==> src/rtl/sort_pkg.sv <==
// rtl/sort_pkg.sv - shared FSM encoding and counter-width helper for the serial bubble sorter
package sort_pkg;

    typedef enum logic [1:0] {
        IDLE   = 2'd0,
        SCAN   = 2'd1,
        FINISH = 2'd2
    } state_e;

    // Width of the j/pass counters: $clog2(n), never less than one bit.
    function automatic int idx_w(input int n);
        int w;
        w = $clog2(n);
        return (w < 1) ? 1 : w;
    endfunction

endpackage

==> src/rtl/compare_swap.sv <==
// rtl/compare_swap.sv - combinational compare-and-swap of one adjacent pair
// Ports:
//   a, b  in  W  pair under test (a is the lower index)
//   lo    out W  smaller word (a when equal, keeping the sort stable)
//   hi    out W  larger word
//   swap  out 1  a > b, unsigned and strict
module compare_swap #(
    parameter int W = 2
) (
    input  logic [W-1:0] a,
    input  logic [W-1:0] b,
    output logic [W-1:0] lo,
    output logic [W-1:0] hi,
    output logic         swap
);

    always_comb begin
        swap = (a > b);
        lo   = swap ? b : a;
        hi   = swap ? a : b;
    end

endmodule

==> src/rtl/bubble_sort_ctrl.sv <==
// rtl/bubble_sort_ctrl.sv - serial bubble sorter: one compare per clock, pass by pass, early exit
// Ports:
//   clk    in  1    rising-edge clock
//   rst    in  1    synchronous active-high reset; aborts a sort without a done pulse
//   start  in  1    request, sampled only in IDLE
//   din    in  N*W  element k at din[k*W +: W], captured on the accepting edge
//   busy   out 1    high from the accept edge until the done edge
//   done   out 1    one-cycle pulse, dout valid while it is high
//   dout   out N*W  ascending result (element 0 smallest), held until the next done
module bubble_sort_ctrl
    import sort_pkg::*;
#(
    parameter int N = 4,
    parameter int W = 2
) (
    input  logic           clk,
    input  logic           rst,
    input  logic           start,
    input  logic [N*W-1:0] din,
    output logic           busy,
    output logic           done,
    output logic [N*W-1:0] dout
);

    localparam int IW = idx_w(N);

    state_e                  state_q, state_d;
    logic [N-1:0][W-1:0]     arr_q, arr_d;
    logic [IW-1:0]           j_q, j_d;
    logic [IW-1:0]           pass_q, pass_d;
    logic                    swapped_q, swapped_d;
    logic                    busy_q, busy_d;
    logic                    done_q, done_d;
    logic [N*W-1:0]          dout_q, dout_d;

    logic [W-1:0]            cs_lo, cs_hi;
    logic                    cs_swap;
    logic [IW-1:0]           j_next_idx;
    logic [IW-1:0]           j_last;
    logic                    last_pass;
    logic                    swapped_now;

    // j never exceeds N-2, so j+1 always fits the counter width.
    assign j_next_idx = j_q + IW'(1);
    // Each pass bubbles one more maximum into place, shortening the next pass.
    assign j_last     = IW'(N - 2) - pass_q;
    assign last_pass  = (pass_q == IW'(N - 2));

    compare_swap #(.W(W)) u_cs (
        .a    (arr_q[j_q]),
        .b    (arr_q[j_next_idx]),
        .lo   (cs_lo),
        .hi   (cs_hi),
        .swap (cs_swap)
    );

    always_comb begin
        state_d     = state_q;
        arr_d       = arr_q;
        j_d         = j_q;
        pass_d      = pass_q;
        swapped_d   = swapped_q;
        busy_d      = busy_q;
        done_d      = 1'b0;
        dout_d      = dout_q;
        swapped_now = swapped_q | cs_swap;

        case (state_q)
            IDLE: begin
                if (start) begin
                    arr_d     = din;
                    j_d       = '0;
                    pass_d    = '0;
                    swapped_d = 1'b0;
                    busy_d    = 1'b1;
                    state_d   = SCAN;
                end
            end
            SCAN: begin
                // lo/hi equal the inputs when no swap is needed, so always write back.
                arr_d[j_q]        = cs_lo;
                arr_d[j_next_idx] = cs_hi;
                if (j_q < j_last) begin
                    j_d       = j_q + IW'(1);
                    swapped_d = swapped_now;
                end else if (!swapped_now || last_pass) begin
                    state_d = FINISH;
                end else begin
                    pass_d    = pass_q + IW'(1);
                    j_d       = '0;
                    swapped_d = 1'b0;
                end
            end
            FINISH: begin
                dout_d  = arr_q;
                done_d  = 1'b1;
                busy_d  = 1'b0;
                state_d = IDLE;
            end
            default: begin
                state_d = IDLE;
            end
        endcase
    end

    always_ff @(posedge clk) begin
        if (rst) begin
            state_q   <= IDLE;
            arr_q     <= '0;
            j_q       <= '0;
            pass_q    <= '0;
            swapped_q <= 1'b0;
            busy_q    <= 1'b0;
            done_q    <= 1'b0;
            dout_q    <= '0;
        end else begin
            state_q   <= state_d;
            arr_q     <= arr_d;
            j_q       <= j_d;
            pass_q    <= pass_d;
            swapped_q <= swapped_d;
            busy_q    <= busy_d;
            done_q    <= done_d;
            dout_q    <= dout_d;
        end
    end

    assign busy = busy_q;
    assign done = done_q;
    assign dout = dout_q;

endmodule

==> config.mk <==
export PLATFORM = sky130hd
export DESIGN_NAME = bubble_sort_ctrl
export DESIGN_NICKNAME = d
export VERILOG_FILES = /design/src/rtl/sort_pkg.sv /design/src/rtl/compare_swap.sv /design/src/rtl/bubble_sort_ctrl.sv
export SDC_FILE = /design/constraint.sdc
export NUM_CORES = 1
export LEC_CHECK = 0
export BUFFER_PORTS_ARGS = -buffer_cell sky130_fd_sc_hd__buf_4
export CAP_MARGIN = 5
export CELL_PAD_IN_SITES_DETAIL_PLACEMENT = 1
export CELL_PAD_IN_SITES_GLOBAL_PLACEMENT = 1
export CORE_MARGIN = 2
export CORE_UTILIZATION = 45
export DETAILED_ROUTE_END_ITERATION = 10
export MAX_ROUTING_LAYER = met4
export PLACE_DENSITY_LB_ADDON = 0.1
export SETUP_SLACK_MARGIN = 0.15
export SLEW_MARGIN = 25
export SYNTH_ARGS = -nofsm -noshare
export SYNTH_HDL_FRONTEND = slang
export SYNTH_SLANG_ARGS = --single-unit
==> constraint.sdc <==
create_clock -name clk -period 9 [get_ports clk]
set_clock_uncertainty 0.1 [all_clocks]
set_input_delay 1.8 -clock clk [delete_from_list [all_inputs] [get_ports clk]]
set_output_delay 1.8 -clock clk [all_outputs]
set_load 0.005 [all_outputs]
==> metrics.md, run 1 <==
| Metric | Value |
|---|---|
| Commonest cells after routing, fill and taps aside | dfxtp_1 (25), nand2_1 (23), buf_4 (20) |
| Final Critical Period | between 3000 and 4000 ps |
| Int Power | ~0.00030 W |
| Reg-to-Reg End | arr_q[0] |
| Post-CTS sizing | 0 |
| Critical Path Slowest Stage Cell | mux4_1 |
| Hold Vio Cnt, Final | 0 |
| Crit path largest cell delay | approximately 600 ps |
| Fmax | 0.267 GHz |
| Top-Level Pins | 21 |
| Initial antenna violation count | 0 |
| Die ar. | between 0.003 and 0.004 mm^2 |
| DRT antenna net count | 0 |
| Area grow syn2layout | 13.0% |
| Synth area leaders | dfxtp_1 (33%), ha_1 (8.2%), nand2_1 (5.7%) |
| Clock Latency Late Sink | about 320 ps |
| Fin Hold WS | ~370 ps |
| Status | complete, no violations |
| Worst Tran Pin Value | between 700 and 800 ps |
| Sw Share | 0.484 |
| Share of layout cells above drive strength 1 | 0.158 |
| CP Capture Point | arr_q[0] |
| WP buf/inv | 2 |
| Vias in the first global route | around 1400 |
| Clk sinks | 25 |
| Yosys warns | 0 |
| Seq pwr share | 0.308 |
| Yosys top cell by area | dfxtp_1 |
| Setup Viol. Count Final | 0 |
| Crit Reg-Reg Startpoint | j_q[0] |
| Top-area cell type share of the netlist area | 0.329 |
| Levels on crit path | 10 |
| Post-synthesis register bit count | 25 |
| Top layer used by detailed routing | met4 |
| Post-CTS Hold Fix Bufs | 0 |
| Avg WL per Cell | about 17 um |
| Root Buffer | clkbuf_4 |
| Final period utilization | 0.416 |
| Overflow left after global routing | 0 |
| Avg Cell Area, Syn | approximately 8.5 um^2 |
| Post-Syn Instances | 180 |
| Worst setup path start | j_q[0] |
| Mapped Area | roughly 0.0015 mm^2 |
| Slew Limit Fails | 0 |
| Static Leak | 0.686 nW |
| Clk buf depth | 2 |
| Core area | around 0.0033 mm^2 |
| MaxCap Viol Count | 0 |
| Final Wtd Congestion | roughly 0.83 |
| Commonest non-fill, non-tap cell in the layout | dfxtp_1 |
| Met2 Wirelength | 1970 um |
| Die X | roughly 62 um |
| Final HPWL DP | approximately 3200 um |
| Total GRT Usage | 0.238 |
| Critical path class | reg -> reg |
| RSZ-0062 raised after global routing | no |
| Max IR drop VDD | about 0.16 mV |
| Starting Density | 0.463 |
| Hold Path Class | reg -> reg |
| Die Ht | a little over 60 um |
| CTS clk-pin slew, worst paths | approximately 140 ps |
| H-tree Lvls | 1 |
| # diodes | 0 |
| CP top delay family | multiplexers |
| Mapped Nets | ~200 |
| Detailed Route WL | around 4100 um |
| Nets@finish | between 200 and 250 |
| Max_slew headroom | 0.500 |
| Net Switching | roughly 0.00028 W |
| Drc violations | 0 |
| Logic pwr share | 0.604 |
| Setup TNS | 0 ps |
| Clk network pwr share | 0.088 |
| Worst Path Required | between 9000 and 10000 ps |
| First-pass GRT wire length | a little over 7000 um |
| M1 WL | 1900 um |
| Largest net degree at the start of global routing | 34 |
| Initial DRC Count | 81 |
| R2R cell count | 10 |
| Synth unique cells | 38 |
| Drt first pass iters | 5 |
| Worst EP arrival | 3870 ps |
| Cell Pwr Density | between 300 and 400 mW/mm^2 |
| Seq/Total Area, Yosys | 0.329 |
| Crit end category | register |
| Inserted Clock Buffers | 3 |
| Startpoint Class | register |
| Worst path cell trace | inv_1 -> ha_1 -> mux4_1 -> inv_1 -> ha_1 -> o21ba_2 -> nor2_1 -> mux2_2 -> a22o_1 -> a221o_1 |
| Metal3 WL | about 140 um |
| R2R Setup Slk | ~5300 ps |
| Total setup buffers inserted after CTS | 0 |
| Vias/cell | around 5.6 |
| Via count | roughly 1400 |
| Critical path peak fanout | 9 |
| Rows | 21 |
| CTS tree | done |
| PortBufs | 20 |
sequential cells by signal, indices dropped and copies added (netlist names):
signal,cells
arr_q,8
done,1
swapped_q,1
pass_q,2
dout,8
state_q,2
busy,1
j_q,2
per-layer routing:
metal | vias to the layer above | global-route usage
met5 | - | -
met4 | 0 | 0.0583
met3 | 8 | 0.0181
met2 | 34 | 0.395
met1 | 652 | 0.318
li1 | 665 | -
area by class of cell:
cell class,instances,area [um^2]
Sequential cell,25,500
Clock buffer,3,22.5
Tap cell,46,57.6
Clock inverter,1,5.00
Timing Repair Buffer,20,150
Fill cell,415,1570
Inverter,10,37.5
Multi-Input combinational cell,137,946
stage by stage:
step | instance area, um^2 | worst slack, ps | instances | total power [W] | utilization
final | 1720 | 5260 | 242 | 0.000583 | 0.523
after global routing | 1720 | 4990 | 242 | 0.000637 | 0.523
after CTS | 1720 | 5260 | 242 | 0.000585 | 0.523
after detailed placement | 1690 | 5310 | 238 | 0.000530 | 0.515
after global placement | 1690 | 5510 | 238 | 0.000506 | 0.515
after floorplan | 1520 | 5690 | 180 | 0.000446 | -
power by group through the flow:
stage / Combinational (W) / Clock, W / Sequential [W]
6_report: 0.000352 / 0.0000513 / 0.000180
5_1_grt: 0.000394 / 0.0000572 / 0.000185
2_1_floorplan: 0.000287 / 0 / 0.000159
4_1_cts: 0.000352 / 0.0000530 / 0.000180
3_3_place_gp: 0.000329 / 0 / 0.000177
3_5_place_dp: 0.000350 / 0 / 0.000181
worst min-delay path, delay by kind of cell (launching register included):
family	cells	cell delay, ps
AOI/OAI and AO/OA	1	60
and+or+nand+nor	1	50
DFF	1	340
logic make-up after synthesis:
group,count (synthesis),share of synthesized area
multiplexers,14,0.132
AO/OA/AOI/OAI,38,0.160
flip-flops,25,0.329
buffers and inverters,18,0.0493
adder cells (fa/ha/maj),10,0.0822
AND/OR/NAND/NOR,75,0.248
worst min path at each step:
stage	start	end	slack [ps]	depth (start not counted)
floorplan	arr_q[4]	dout[4]	350	2
global placement	dout[1]	dout[1]	340	2
detailed placement	dout[4]	dout[4]	350	2
CTS	dout[4]	dout[4]	380	2
global route	dout[7]	dout[7]	400	2
finish	dout[0]	dout[0]	370	2
synthesized netlist by cell type:
cell	n
nor2b_1	10
or2_1	2
and3b_1	2
nand2b_1	5
a2bb2oi_1	1
clkbuf_1	7
inv_1	10
o21ai_0	6
nand3_1	8
mux2_2	2
o21ai_2	1
and4b_1	1
a31oi_1	1
o211ai_1	1
nor3_1	2
dfxtp_1	25
nand2_1	23
buf_6	1
o41ai_1	2
o21a_1	1
mux4_1	2
o21ai_1	1
mux2i_1	8
o21ba_2	1
a22o_1	1
and4_1	2
a211oi_1	1
ha_1	10
a221o_1	1
nor4_1	1
a21oi_1	16
nor2_1	17
o221ai_1	1
a211oi_2	1
nor4bb_1	1
nand4b_1	1
mux4_2	2
a22oi_1	2
No activity file was read; power rests on OpenSTA's default activity.
==> inputs of run 2 (changes only) <==
CORE_UTILIZATION = 38   (was 45)
clock period = 3.2 ns   (was 9 ns; I/O delays follow)
==> run 2 against run 1 <==
Against the previous run: critical path depth unchanged; setup slack worse by 5100 ps; clock power rose to 4.0 times the previous value; power grew to 3.6 times the previous value; via count up 6.2%; combinational power grew to 4.1 times the previous value; sequential power increased to 2.7 times the previous value; largest cell class unchanged; highest routed layer unchanged.
==> metrics.md, run 2 (synthesis results as in run 1) <==
| Metric | Value |
|---|---|
| Drt first pass iters | 4 (-1) |
| Max_slew headroom | 0.534 (+0.0340) |
| Die Ht | 67.3 um (+8.3%) |
| Die ar. | 0.00453 mm^2 (+17%) |
| H-tree Lvls | 1 (unchanged) |
| DRT antenna net count | 0 (unchanged) |
| PortBufs | 20 (unchanged) |
| Commonest non-fill, non-tap cell in the layout | buf_4 |
| Clock Latency Late Sink | 280 ps (-40 ps) |
| Final Util | 0.495 (-0.0288) |
| Static Leak | 0.745 nW (+8.7%) |
| Startpoint Class | register |
| Total GRT Usage | 0.227 (-0.0103) |
| Max IR drop VDD | 0.475 mV (+200%) |
| Finished Layout Cells | 254 (+5.0%) |
| Setup TNS | 0 ps (unchanged) |
| Largest net degree at the start of global routing | 34 (unchanged) |
| Final Critical Period | 3010 ps (-728 ps) |
| Share of layout cells above drive strength 1 | 0.238 (+0.0797) |
| Setup Viol. Count Final | 0 (unchanged) |
| Clk sinks | 25 (unchanged) |
| Worst Path Required | 3270 ps (-5860 ps) |
| CTS tree | done |
| Die X | 67.3 um (+8.3%) |
| Area grow syn2layout | 21.7% |
| Clk buf depth | 2 (unchanged) |
| Fmax | 0.332 GHz (+24%) |
| Starting Density | 0.406 (-0.0568) |
| Commonest cells after routing, fill and taps aside | buf_4 (30), nand2_1 (23), dfxtp_1 (23) |
| Hold Vio Cnt, Final | 0 (unchanged) |
| # diodes | 0 (unchanged) |
| Drc violations | 0 (unchanged) |
| Overflow left after global routing | 0 (unchanged) |
| Placed insts | 243 (+2.1%) |
| Cell Pwr Density | 1140 mW/mm^2 (+240%) |
| Tot Pwr | 0.00211 W (+260%) |
| Final period utilization | 0.942 (+0.526) |
| Final HPWL DP | 3210 um (+1.5%) |
| Final Wtd Congestion | 0.831 (-0.12%) |
| Hold Path Class | reg -> reg |
| Detailed Route WL | 4510 um (+11%) |
| Top-Level Pins | 21 (unchanged) |
| Critical path peak fanout | 4 (-5) |
| Worst Tran Pin Value | 691 ps (-58.3 ps) |
| Crit end category | register |
| Vias/cell | 5.68 (+1.2%) |
| Rows | 22 (+4.8%) |
| Critical path class | reg -> reg |
| Root Buffer | clkbuf_8 |
| Avg WL per Cell | 17.8 um (+5.8%) |
| Status | complete, no violations |
| Initial DRC Count | 81 (unchanged) |
| RSZ-0062 raised after global routing | yes |
| Fin Hold WS | 358 ps (-13.1 ps) |
| Inserted Clock Buffers | 3 (unchanged) |
| First-pass GRT wire length | 7400 um (+3.5%) |
| Initial antenna violation count | 0 (unchanged) |
| CTS clk-pin slew, worst paths | 100 ps (-40 ps) |
| Worst EP arrival | 3090 ps (-780 ps) |
| Via count | 1443 (+6.2%) |
| Core area | 0.00374 mm^2 (+14%) |
| Vias in the first global route | 1494 (+6.3%) |
| MaxCap Viol Count | 0 (unchanged) |
| Nets@finish | 228 (+4.6%) |
| Slew Limit Fails | 0 (unchanged) |
==> run 2: cell count changes in the layout (fill, tap and decap cells not counted), sizes merged <==
cell / before / now
clkinv: 1 / 0
buf: 20 / 30
clkinvlp: 0 / 1
==> run 2: layout make-up <==
type	count	area [um^2]
clock buffers	3	41.3
repair buffers	30	225
multi-input cells	137	977
well taps	48	60.1
clock inverters	1	7.51
inverters	10	37.5
flip-flops and latches	25	503
fillers	465	1890
==> run 2: critical path, cell delays in order, from the launching register on <==
cell and delay [ps]:
dfxtp_2 340, inv_1 70, ha_4 290, mux4_2 540, inv_2 90, ha_1 270
o21ba_4 260, nor2_4 140, mux2_4 320, a22o_1 180, a221o_1 310
==> run 2: path summary, 6_finish.rpt <==
check | startpoint | to | slack (ps) | cells after the start
worst max-delay path | j_q[1] | arr_q[0] | 190 | 10
worst min-delay path | dout[4] | dout[4] | 360 | 2
worst max register to register | j_q[1] | arr_q[0] | 190 | 10
worst min register to register | dout[4] | dout[4] | 360 | 2
==> run 2: stage by stage <==
stage / area (um^2) / setup WS [ps]
2_1_floorplan: 1550 / 161
3_3_place_gp: 1740 / 240
3_5_place_dp: 1740 / 137
4_1_cts: 1820 / 158
5_1_grt: 1850 / 91.6
6_report: 1850 / 185
==> run 2: repair_timing <==
action,in CTS,in global routing
setup buffers,4,3
setup endpoints to repair,1,2
cloned,0,0
hold buffers,0,0
pin swaps,1,1
gates resized for setup,2,2
==> run 2: per-layer routing <==
metal,track usage,vias to the layer above,wire (um)
met2,0.384,37,2250
met3,0.0283,8,166
met1,0.281,713,2030
met4,0.0765,0,68
met5,-,-,0
li1,-,685,-
==> run 2: power by group <==
group	internal (W)	switching (W)	total (W)
sequential	0.000395	0.0000829	0.000478
clock	0.0000887	0.000115	0.000204
combinational	0.000683	0.000745	0.00143
